===== src/rtl/seq_pkg.sv =====
// Shared definitions for the serializer and the sequence-detector bench:
// state encoding, debug view and a counter-width helper.
package seq_pkg;

   typedef enum logic [1:0] {
      S_IDLE  = 2'd0,
      S_SHIFT = 2'd1,
      S_GAP   = 2'd2
   } state_t;

   // Debug view; bit_cnt is zero-extended so the struct stays fixed-size for WIDTH up to 32.
   typedef struct packed {
      state_t     state;
      logic [3:0] gap_cnt;
      logic [4:0] bit_cnt;
   } ser_dbg_t;

   function automatic int clog2(input int value);
      int result;
      int v;
      result = 0;
      v      = value - 1;
      while (v > 0) begin
         result = result + 1;
         v      = v >> 1;
      end
      if (result < 1) result = 1;
      return result;
   endfunction

endpackage


===== src/rtl/seq_ser_counter.sv =====
// Loadable down-counter that saturates at zero and flags when it reads zero.
module seq_ser_counter #(
   parameter int W = 4
) (
   input  logic         i_clk,
   input  logic         i_rst,
   input  logic         i_load,
   input  logic [W-1:0] i_load_val,
   input  logic         i_dec,
   output logic [W-1:0] o_count,
   output logic         o_zero
);

   logic [W-1:0] r_count;

   always_ff @(posedge i_clk) begin
      if (i_rst) begin
         r_count <= '0;
      end else if (i_load) begin
         r_count <= i_load_val;
      end else if (i_dec && (r_count != '0)) begin
         r_count <= r_count - 1'b1;
      end
   end

   assign o_count = r_count;
   assign o_zero  = (r_count == '0);

endmodule


===== src/rtl/seq_bit_serializer.sv =====
// Word-to-bit serializer feeding the Moore sequence detector's serial input,
// with selectable bit order and an optional idle gap between words.
module seq_bit_serializer
   import seq_pkg::*;
#(
   parameter int WIDTH      = 8,
   parameter bit MSB_FIRST  = 1'b1,
   parameter int GAP        = 0,
   parameter bit IDLE_LEVEL = 1'b0
) (
   input  logic             CK,
   input  logic             R,
   input  logic [WIDTH-1:0] LOAD_DATA,
   input  logic             LOAD_VALID,
   output logic             LOAD_READY,
   output logic             OUT_BIT,
   output logic             OUT_VALID,
   output logic             BUSY,
   output logic             DONE,
   output ser_dbg_t         DBG
);

   localparam int            CW       = clog2(WIDTH);
   localparam logic [CW-1:0] BIT_LOAD = CW'(WIDTH - 1);
   localparam int            GAP_M1   = (GAP > 0) ? GAP - 1 : 0;
   localparam logic [3:0]    GAP_LOAD = 4'(GAP_M1);
   localparam bit            HAS_GAP  = (GAP > 0);

   state_t           r_state;
   logic [WIDTH-1:0] r_sr;
   logic             r_out_bit;
   logic             r_out_valid;
   logic             r_done;

   logic [CW-1:0]    w_bit_cnt;
   logic             w_bit_zero;
   logic [3:0]       w_gap_cnt;
   logic             w_gap_zero;
   logic             w_last;
   logic             w_ready;
   logic             w_accept;
   logic [WIDTH-1:0] w_sr_shift;

   function automatic logic first_bit(input logic [WIDTH-1:0] w);
      return MSB_FIRST ? w[WIDTH-1] : w[0];
   endfunction

   // Handshake: a word transfers at a rising edge where LOAD_VALID and LOAD_READY
   // are both 1. LOAD_READY never looks at LOAD_VALID; an unaccepted source holds
   // its word, and LOAD_DATA is ignored outside the accepting edge.
   assign w_last   = (r_state == S_SHIFT) && w_bit_zero;
   assign w_ready  = !R && ((r_state == S_IDLE) || (w_last && !HAS_GAP));
   assign w_accept = w_ready && LOAD_VALID;

   always_comb begin
      w_sr_shift = r_sr;
      if (MSB_FIRST) w_sr_shift = {r_sr[WIDTH-2:0], 1'b0};
      else           w_sr_shift = {1'b0, r_sr[WIDTH-1:1]};
   end

   seq_ser_counter #(.W(CW)) u_bit_cnt (
      .i_clk      (CK),
      .i_rst      (R),
      .i_load     (w_accept),
      .i_load_val (BIT_LOAD),
      .i_dec      ((r_state == S_SHIFT) && !w_bit_zero),
      .o_count    (w_bit_cnt),
      .o_zero     (w_bit_zero)
   );

   seq_ser_counter #(.W(4)) u_gap_cnt (
      .i_clk      (CK),
      .i_rst      (R),
      .i_load     (w_last && HAS_GAP),
      .i_load_val (GAP_LOAD),
      .i_dec      ((r_state == S_GAP) && !w_gap_zero),
      .o_count    (w_gap_cnt),
      .o_zero     (w_gap_zero)
   );

   // OUT_BIT is registered one edge ahead, so it always shows the bit the
   // bit counter is currently accounting for.
   always_ff @(posedge CK) begin
      if (R) begin
         r_state     <= S_IDLE;
         r_sr        <= '0;
         r_out_bit   <= IDLE_LEVEL;
         r_out_valid <= 1'b0;
         r_done      <= 1'b0;
      end else begin
         case (r_state)
            S_IDLE: begin
               if (w_accept) begin
                  r_state     <= S_SHIFT;
                  r_sr        <= LOAD_DATA;
                  r_out_bit   <= first_bit(LOAD_DATA);
                  r_out_valid <= 1'b1;
                  r_done      <= 1'b0;
               end
            end
            S_SHIFT: begin
               if (!w_bit_zero) begin
                  r_sr      <= w_sr_shift;
                  r_out_bit <= first_bit(w_sr_shift);
                  r_done    <= (w_bit_cnt == CW'(1));
               end else if (HAS_GAP) begin
                  r_state     <= S_GAP;
                  r_out_bit   <= IDLE_LEVEL;
                  r_out_valid <= 1'b0;
                  r_done      <= 1'b0;
               end else if (w_accept) begin
                  r_sr      <= LOAD_DATA;
                  r_out_bit <= first_bit(LOAD_DATA);
                  r_done    <= 1'b0;
               end else begin
                  r_state     <= S_IDLE;
                  r_out_bit   <= IDLE_LEVEL;
                  r_out_valid <= 1'b0;
                  r_done      <= 1'b0;
               end
            end
            S_GAP: begin
               if (w_gap_zero) r_state <= S_IDLE;
            end
            default: begin
               r_state     <= S_IDLE;
               r_out_bit   <= IDLE_LEVEL;
               r_out_valid <= 1'b0;
               r_done      <= 1'b0;
            end
         endcase
      end
   end

   assign LOAD_READY  = w_ready;
   assign OUT_BIT     = r_out_bit;
   assign OUT_VALID   = r_out_valid;
   assign BUSY        = (r_state != S_IDLE);
   assign DONE        = r_done;
   assign DBG.state   = r_state;
   assign DBG.gap_cnt = w_gap_cnt;
   assign DBG.bit_cnt = 5'(w_bit_cnt);

endmodule


===== config.mk =====
export PLATFORM = sky130hd
export DESIGN_NAME = seq_bit_serializer
export DESIGN_NICKNAME = d
export VERILOG_FILES = /design/src/rtl/seq_pkg.sv /design/src/rtl/seq_ser_counter.sv /design/src/rtl/seq_bit_serializer.sv
export SDC_FILE = /design/constraint.sdc
export NUM_CORES = 1
export LEC_CHECK = 0
export BUFFER_PORTS_ARGS = -buffer_cell sky130_fd_sc_hd__buf_2
export CAP_MARGIN = 10
export CORE_MARGIN = 2
export CORE_UTILIZATION = 47
export DETAILED_ROUTE_END_ITERATION = 10
export GPL_TIMING_DRIVEN = 0
export PLACE_DENSITY_LB_ADDON = 0.25
export SYNTH_ARGS = -nofsm -noshare
export SYNTH_HDL_FRONTEND = slang
export SYNTH_SLANG_ARGS = --single-unit

===== constraint.sdc =====
create_clock -name CK -period 2.08 [get_ports CK]
set_input_delay 0.104 -clock CK [delete_from_list [all_inputs] [get_ports CK]]
set_output_delay 0.104 -clock CK [all_outputs]
set_load 0.01 [all_outputs]

=== Word-level counts from Yosys, hierarchy flattened ===
Cells that the tools add are included.

* Equality and inequality tests: 7
* Muxes and demuxes: 21
* Add/subtract/negate cells: 2
* Bitwise gates (word level): 1
* Reduce and logical (&&, ||, !) cells: 22

{| class="wikitable"
|+ Operator list
! kind !! count
|-
| $mux 8 || 2
|-
| $pmux 8 s2 || 1
|-
| $pmux 1 s3 || 3
|-
| $mux 1 || 8
|-
| $mux 2 || 4
|-
| $reduce_and 4->1 || 2
|-
| $logic_and 1x1->1 || 7
|-
| $mux 3 || 2
|-
| $ne 2x2->1 const B || 3
|-
| $pmux 2 s3 || 1
|-
| $reduce_bool 2->1 || 3
|-
| $logic_not 4->1 || 1
|-
| $reduce_bool 4->1 || 1
|-
| $sub 4x1->4 const B || 1
|-
| $eq 3x1->1 const B || 1
|-
| $logic_not 1->1 || 3
|-
| $logic_not 3->1 || 1
|-
| $reduce_bool 3->1 || 1
|-
| $sub 3x1->3 const B || 1
|-
| $eq 2x1->1 const B || 1
|-
| $eq 2x2->1 const B || 1
|-
| $logic_not 2->1 || 1
|-
| $ne 2x1->1 const B || 1
|-
| $reduce_and 2->1 || 1
|-
| other kinds (2) || 2
|}

* Word-level logic and storage cells: 60
* Flip-flop bits (word level): 20
* Output and inout port bits: 16
* Input bits: 11

=== Longest topological paths before layout ===
* Depth after elaboration: 8
* Mapped depth: 11
* Depth with buffers taken out: 10

=== Cells and area by module ===
From an unflattened synthesis, not the netlist that was laid out.

* Cells, all modules: 107
* Area, all modules: 999.7 um2

{| class="wikitable"
|+ Modules (own cells, without submodules)
! module !! cells an instance !! sequential area each (um2) !! times used !! area each (um2)
|-
| seq_bit_serializer || 57 || 200.2 || 1 || 554.3
|-
| seq_ser_counter at u_gap_cnt || 29 || 80.1 || 1 || 262.8
|-
| seq_ser_counter at u_bit_cnt || 21 || 60.1 || 1 || 182.7
|}

=== Worst setup path after synthesis ===
No wires, ideal clock.

* Path type: flip-flop to flip-flop
* Start: register u_bit_cnt.r_count[0] (netlist: u_bit_cnt.o_count[0])
* End: register r_out_valid (netlist: OUT_VALID)
* Setup time: 0.130 ns
* Required time: 1.950 ns
* Path slack: 0.175 ns
* Data arrival time: 1.774 ns
* Buffers on the path: 1
* Cell stages (with the launch flop): 12
* Period minus slack after synthesis: 1.905 ns
* Cells stage by stage: dfxtp_1 -> inv_1 -> ha_1 -> nand2b_4 -> and2_4 -> buf_6 -> nor2_1 -> nand2_1 -> ha_1 -> nand4b_1 -> o21ai_0 -> nor2_1

* Word-level cells in the longest chain between the ends: 7
* Elaborated cells between the ends (all ways): 9
* Classes of those cells: eq/ne: 3; reduce/logical: 6

{| class="wikitable"
|+ Ends and longest elaborated chain
! item !! RTL line !! text
|-
| start, declared || seq_ser_counter.sv:14 || <nowiki>logic [W-1:0] r_count;</nowiki>
|-
| start signal, assigned || seq_ser_counter.sv:20 || <nowiki>r_count <= i_load_val;</nowiki>
|-
| start signal, assigned || seq_ser_counter.sv:22 || <nowiki>r_count <= r_count - 1'b1;</nowiki>
|-
| $logic_not 3->1 (*) || seq_ser_counter.sv:27 || <nowiki>assign o_zero = (r_count == '0);</nowiki>
|-
| $logic_and 1x1->1 (*) || seq_bit_serializer.sv:51 || <nowiki>assign w_last = (r_state == S_SHIFT) && w_bit_zero;</nowiki>
|-
| $logic_or 1x1->1 (*) || seq_bit_serializer.sv:52 || <nowiki>assign w_ready = !R && ((r_state == S_IDLE) || (w_last && !HAS_GAP));</nowiki>
|-
| $logic_and 1x1->1 (*) || seq_bit_serializer.sv:52 ||
|-
| named net LOAD_READY || seq_bit_serializer.sv:15 || <nowiki>output logic LOAD_READY,</nowiki>
|-
| $logic_and 1x1->1 (*) || seq_bit_serializer.sv:53 || <nowiki>assign w_accept = w_ready && LOAD_VALID;</nowiki>
|-
| $ne 2x1->1 (no line) / $ne 2x2->1 (equally long branches) || n/a ||
|-
| $reduce_and 4->1 (no line) (*) || n/a ||
|-
| end signal, assigned || seq_bit_serializer.sv:88 || <nowiki>r_out_valid <= 1'b0;</nowiki>
|-
| end signal, assigned || seq_bit_serializer.sv:97 || <nowiki>r_out_valid <= 1'b1;</nowiki>
|-
| end signal, assigned || seq_bit_serializer.sv:109 || <nowiki>r_out_valid <= 1'b0;</nowiki>
|-
| end, declared || seq_bit_serializer.sv:32 || <nowiki>logic r_out_valid;</nowiki>
|}

Mark *: on every way through the listed nets, which the timed path passes. The rest lies on a longest branch.
A chain may end at the register's enable or synchronous reset.

=== Final worst setup path ===
* Start: register u_bit_cnt.r_count[0] (netlist: u_bit_cnt.o_count[0])
* End: register r_done (netlist: DONE)

* Word-level cells in the longest chain between the ends: 7
* Elaborated cells between the ends (all ways): 10
* Classes of those cells: eq/ne: 2; mux: 2; reduce/logical: 6

{| class="wikitable"
|+ Ends and longest elaborated chain
! item !! RTL line !! text
|-
| $logic_not 3->1 || seq_ser_counter.sv:27 ||
|-
| $logic_and 1x1->1 || seq_bit_serializer.sv:51 ||
|-
| $logic_or 1x1->1 || seq_bit_serializer.sv:52 ||
|-
| $logic_and 1x1->1 || seq_bit_serializer.sv:52 ||
|-
| $logic_and 1x1->1 || seq_bit_serializer.sv:53 ||
|-
| $ne 2x1->1 (no line) || n/a ||
|-
| $reduce_and 2->1 (no line) || n/a ||
|-
| end signal, assigned || seq_bit_serializer.sv:105 || <nowiki>r_done <= (w_bit_cnt == CW'(1));</nowiki>
|-
| end, declared || seq_bit_serializer.sv:33 || <nowiki>logic r_done;</nowiki>
|}

Parallel ways exist; a longest one is shown, timed or not.

==> summary.md <==
| Metric | Value |
|---|---|
| Fin nets | `125` |
| Final hold violation count | `0` |
| DR pass1 iterations | `4` |
| Reg2Reg Launch Point | `u_bit_cnt.o_count[0]` |
| DRC Markers | `0` |
| Synthesis-to-finish area growth | `22.5%` |
| TNS Setup | `0 ns` |
| TritonCTS Buffers | `3` |
| Area contributors post-synth | `dfxtp_1 (36%), mux2i_1 (11%), buf_4 (10%)` |
| Routed length per instance | `10.9 µm` |
| Diodes inserted | `0` |
| Cell mode on critical path | `nor2_1` |
| Worst path slowest cell | `dfxtp_1` |
| Share of the synthesized area in the top cell type | `35.8%` |
| CTS Hold Bufs | `0` |
| DP HPWL | `1040 µm` |
| Final setup violation count | `0` |
| Worst Reg-to-Reg Cells | `11` |
| Placed cell areas | `865 µm²` |
| Core Rows | `14` |
| Slew Viols, Final | `0` |
| Max Fanout on Critical Path | `8` |
| WP data required | `2.24 ns` |
| Synth Register Bits | `13` |
| Minimum clock period | `1.92 ns` |
| Max-cap viol count | `0` |
| GPL Wtd Cong | `0.651` |
| Hold Path Origin | `R` |
| Post-synth top area cell | `dfxtp_1` |
| Clock Skew | `0.00353 ns` |
| Clock sink total | `13` |
| Layout cell share with drive strength beyond 1 | `34.9%` |
| Final wirelength | `1370 µm` |
| First-pass GRT wire length | `2170 µm` |
| Worst-Skew Late Latency | `0.28 ns` |
| Die Area | `1880 µm²` |
| Die width | `43.3 µm` |
| Cells after synthesis | `80` |
| CP top delay family | `simple AND/OR/NAND/NOR gates` |
| WP buf/inv | `2` |
| Hold path depth | `2` |
| Reg2reg end | `DONE` |
| Worst setup EP type | `flip-flop` |
| Vias per cell | `4.84` |
| H-tree depth | `1` |
| Leak | `0.448 nW` |
| DR vias | `605` |
| Tcrit/Tclk final | `92.3%` |
| Commonest non-fill, non-tap cells in the layout | `buf_2 (20), dfxtp_1 (13), nor2_1 (12)` |
| Worst Setup Path Type | `reg2reg` |
| TritonCTS clock tree | `yes` |
| HP Class | `in2reg` |
| Peak supply drop | `0.520 mV` |
| Max incr delay on CP | `0.41 ns` |
| Antenna viol nets, final | `0` |
| CTS resizes | `0` |
| Initial Utilization | `49.4%` |
| Clk root buf | `clkbuf_4` |
| Hold Path End | `u_bit_cnt.o_count[2]` |
| Global Route Usage Sum | `15.4%` |
| Max Freq | `521 MHz` |
| Status | `finished, final reports clean` |
| First-iteration detailed-routing DRC count | `13` |
| Commonest non-fill, non-tap cell in the layout | `buf_2` |
| Register area share after synthesis | `35.8%` |
| # IOs | `27` |
| Largest net degree at the start of global routing | `11` |
| Synthesized area | `727 µm²` |
| Startpoint Class | `flip-flop` |
| Design area | `891 µm²` |
| Initial antenna violation count | `0` |
| Netlist cell types | `22` |
| Final WS setup | `0.160 ns` |
| Headroom to the max-slew limit | `64.8%` |
| # port buffers | `19` |
| CP arrival | `2.08 ns` |
| Post-CTS setup repair buffer count | `0` |
| Syn. warnings | `0` |
| GRT overflow | `0` |
| Core Footprint | `1470 µm²` |
| Vias in the first global route | `524` |
| Die height | `43.3 µm` |
| Critical path, cell by cell | `inv_1, ha_1, nand2b_4, and2_4, buf_6, nor2_1, nand2_1, ha_1, nor2_1, a32oi_1, nor2_1` |
| Clock Path Buffers | `2` |
| Setup repair after global routing missed its margin | `false` |
| PD cells | `858 nW/µm²` |
| Worst-Margin Slew | `0.528 ns` |
| Synthesized area per cell | `9.09 µm²` |
| Flop2flop setup slack | `0.16 ns` |
| Final Util | `60.5%` |
| Clock-pin slew on the worst setup and hold paths | `0.08 ns` |
| DP Worst Slack | `0.182 ns` |
==> report_power, final <==
group          internal, mW  switching, mW
Sequential            0.290         0.0357
Combinational         0.134          0.139
Clock                0.0746         0.0907
Total                 0.499          0.265
==> cells by family (layout without fill, tap and decap cells) <==
kind of cell	after synthesis	count (layout)	share of synthesized area (%)
simple gates	23	23	15.5
buf+inv	17	40	15.1
compound gates	14	14	15.1
flops	13	13	35.8
mux	8	8	11.0
fa+ha+maj	4	4	6.88
other cells	1	7	0.516
==> routing by layer <==
| metal | GRT usage [%] | wire length, µm | up-vias |
|---|---|---|---|
| met2 | 23.9 | 632 | 23 |
| met1 | 20.9 | 622 | 260 |
| met3 | 2.92 | 89 | 3 |
| met4 | 7.27 | 23 | 0 |
| li1 | - | - | 319 |
| met5 | 0 | 0 | - |
==> final cells by class <==
type	count	area, µm²
fillers	149	581
plain buffers	13	95.1
repair buffers	19	95.1
inverters	4	15.0
multi-input cells	56	379
flip-flops and latches	13	260
clock buffers	4	26.3
well taps	16	20.0
==> worst max-delay path by stage <==
| stage | startpoint | endpoint | depth (start not counted) | slack (ns) |
|---|---|---|---|---|
| final | u_bit_cnt.o_count[0] | DONE | 11 | 0.16 |
| after CTS | u_bit_cnt.o_count[0] | OUT_VALID | 11 | 0.17 |
| after global placement | u_bit_cnt.o_count[0] | OUT_VALID | 11 | 0.22 |
| after detailed placement | u_bit_cnt.o_count[0] | OUT_VALID | 11 | 0.18 |
| after floorplan | u_bit_cnt.o_count[0] | OUT_VALID | 11 | 0.18 |
| after global routing | u_bit_cnt.o_count[0] | DONE | 11 | 0.04 |
==> state kept, by name, summed over array words and instances, names as in the netlist <==
register           cells
OUT_VALID              1
DONE                   1
OUT_BIT                1
r_sr                   7
u_bit_cnt.o_count      3
==> stage by stage <==
stage / hold WS (ns) / power [mW] / cells
global route: 0.0693 / 0.814 / 125
CTS: 0.0563 / 0.766 / 125
detailed placement: 0.356 / 0.607 / 121
global placement: 0.359 / 0.599 / 121
finish: 0.0664 / 0.765 / 125
floorplan: 0.183 / 0.532 / 86
==> Yosys cell counts (all sizes together) <==
master	n
nand2	3
inv	4
dfxtp	13
a32oi	1
nor2	12
a211oi	9
a21oi	1
nor3	5
mux2i	8
and2	1
o21ai	1
o31ai	1
nand4b	1
conb	1
clkbuf	1
o22ai	1
buf	12
ha	4
nand2b	1
Note: power is estimated with default switching activity, not from simulation.
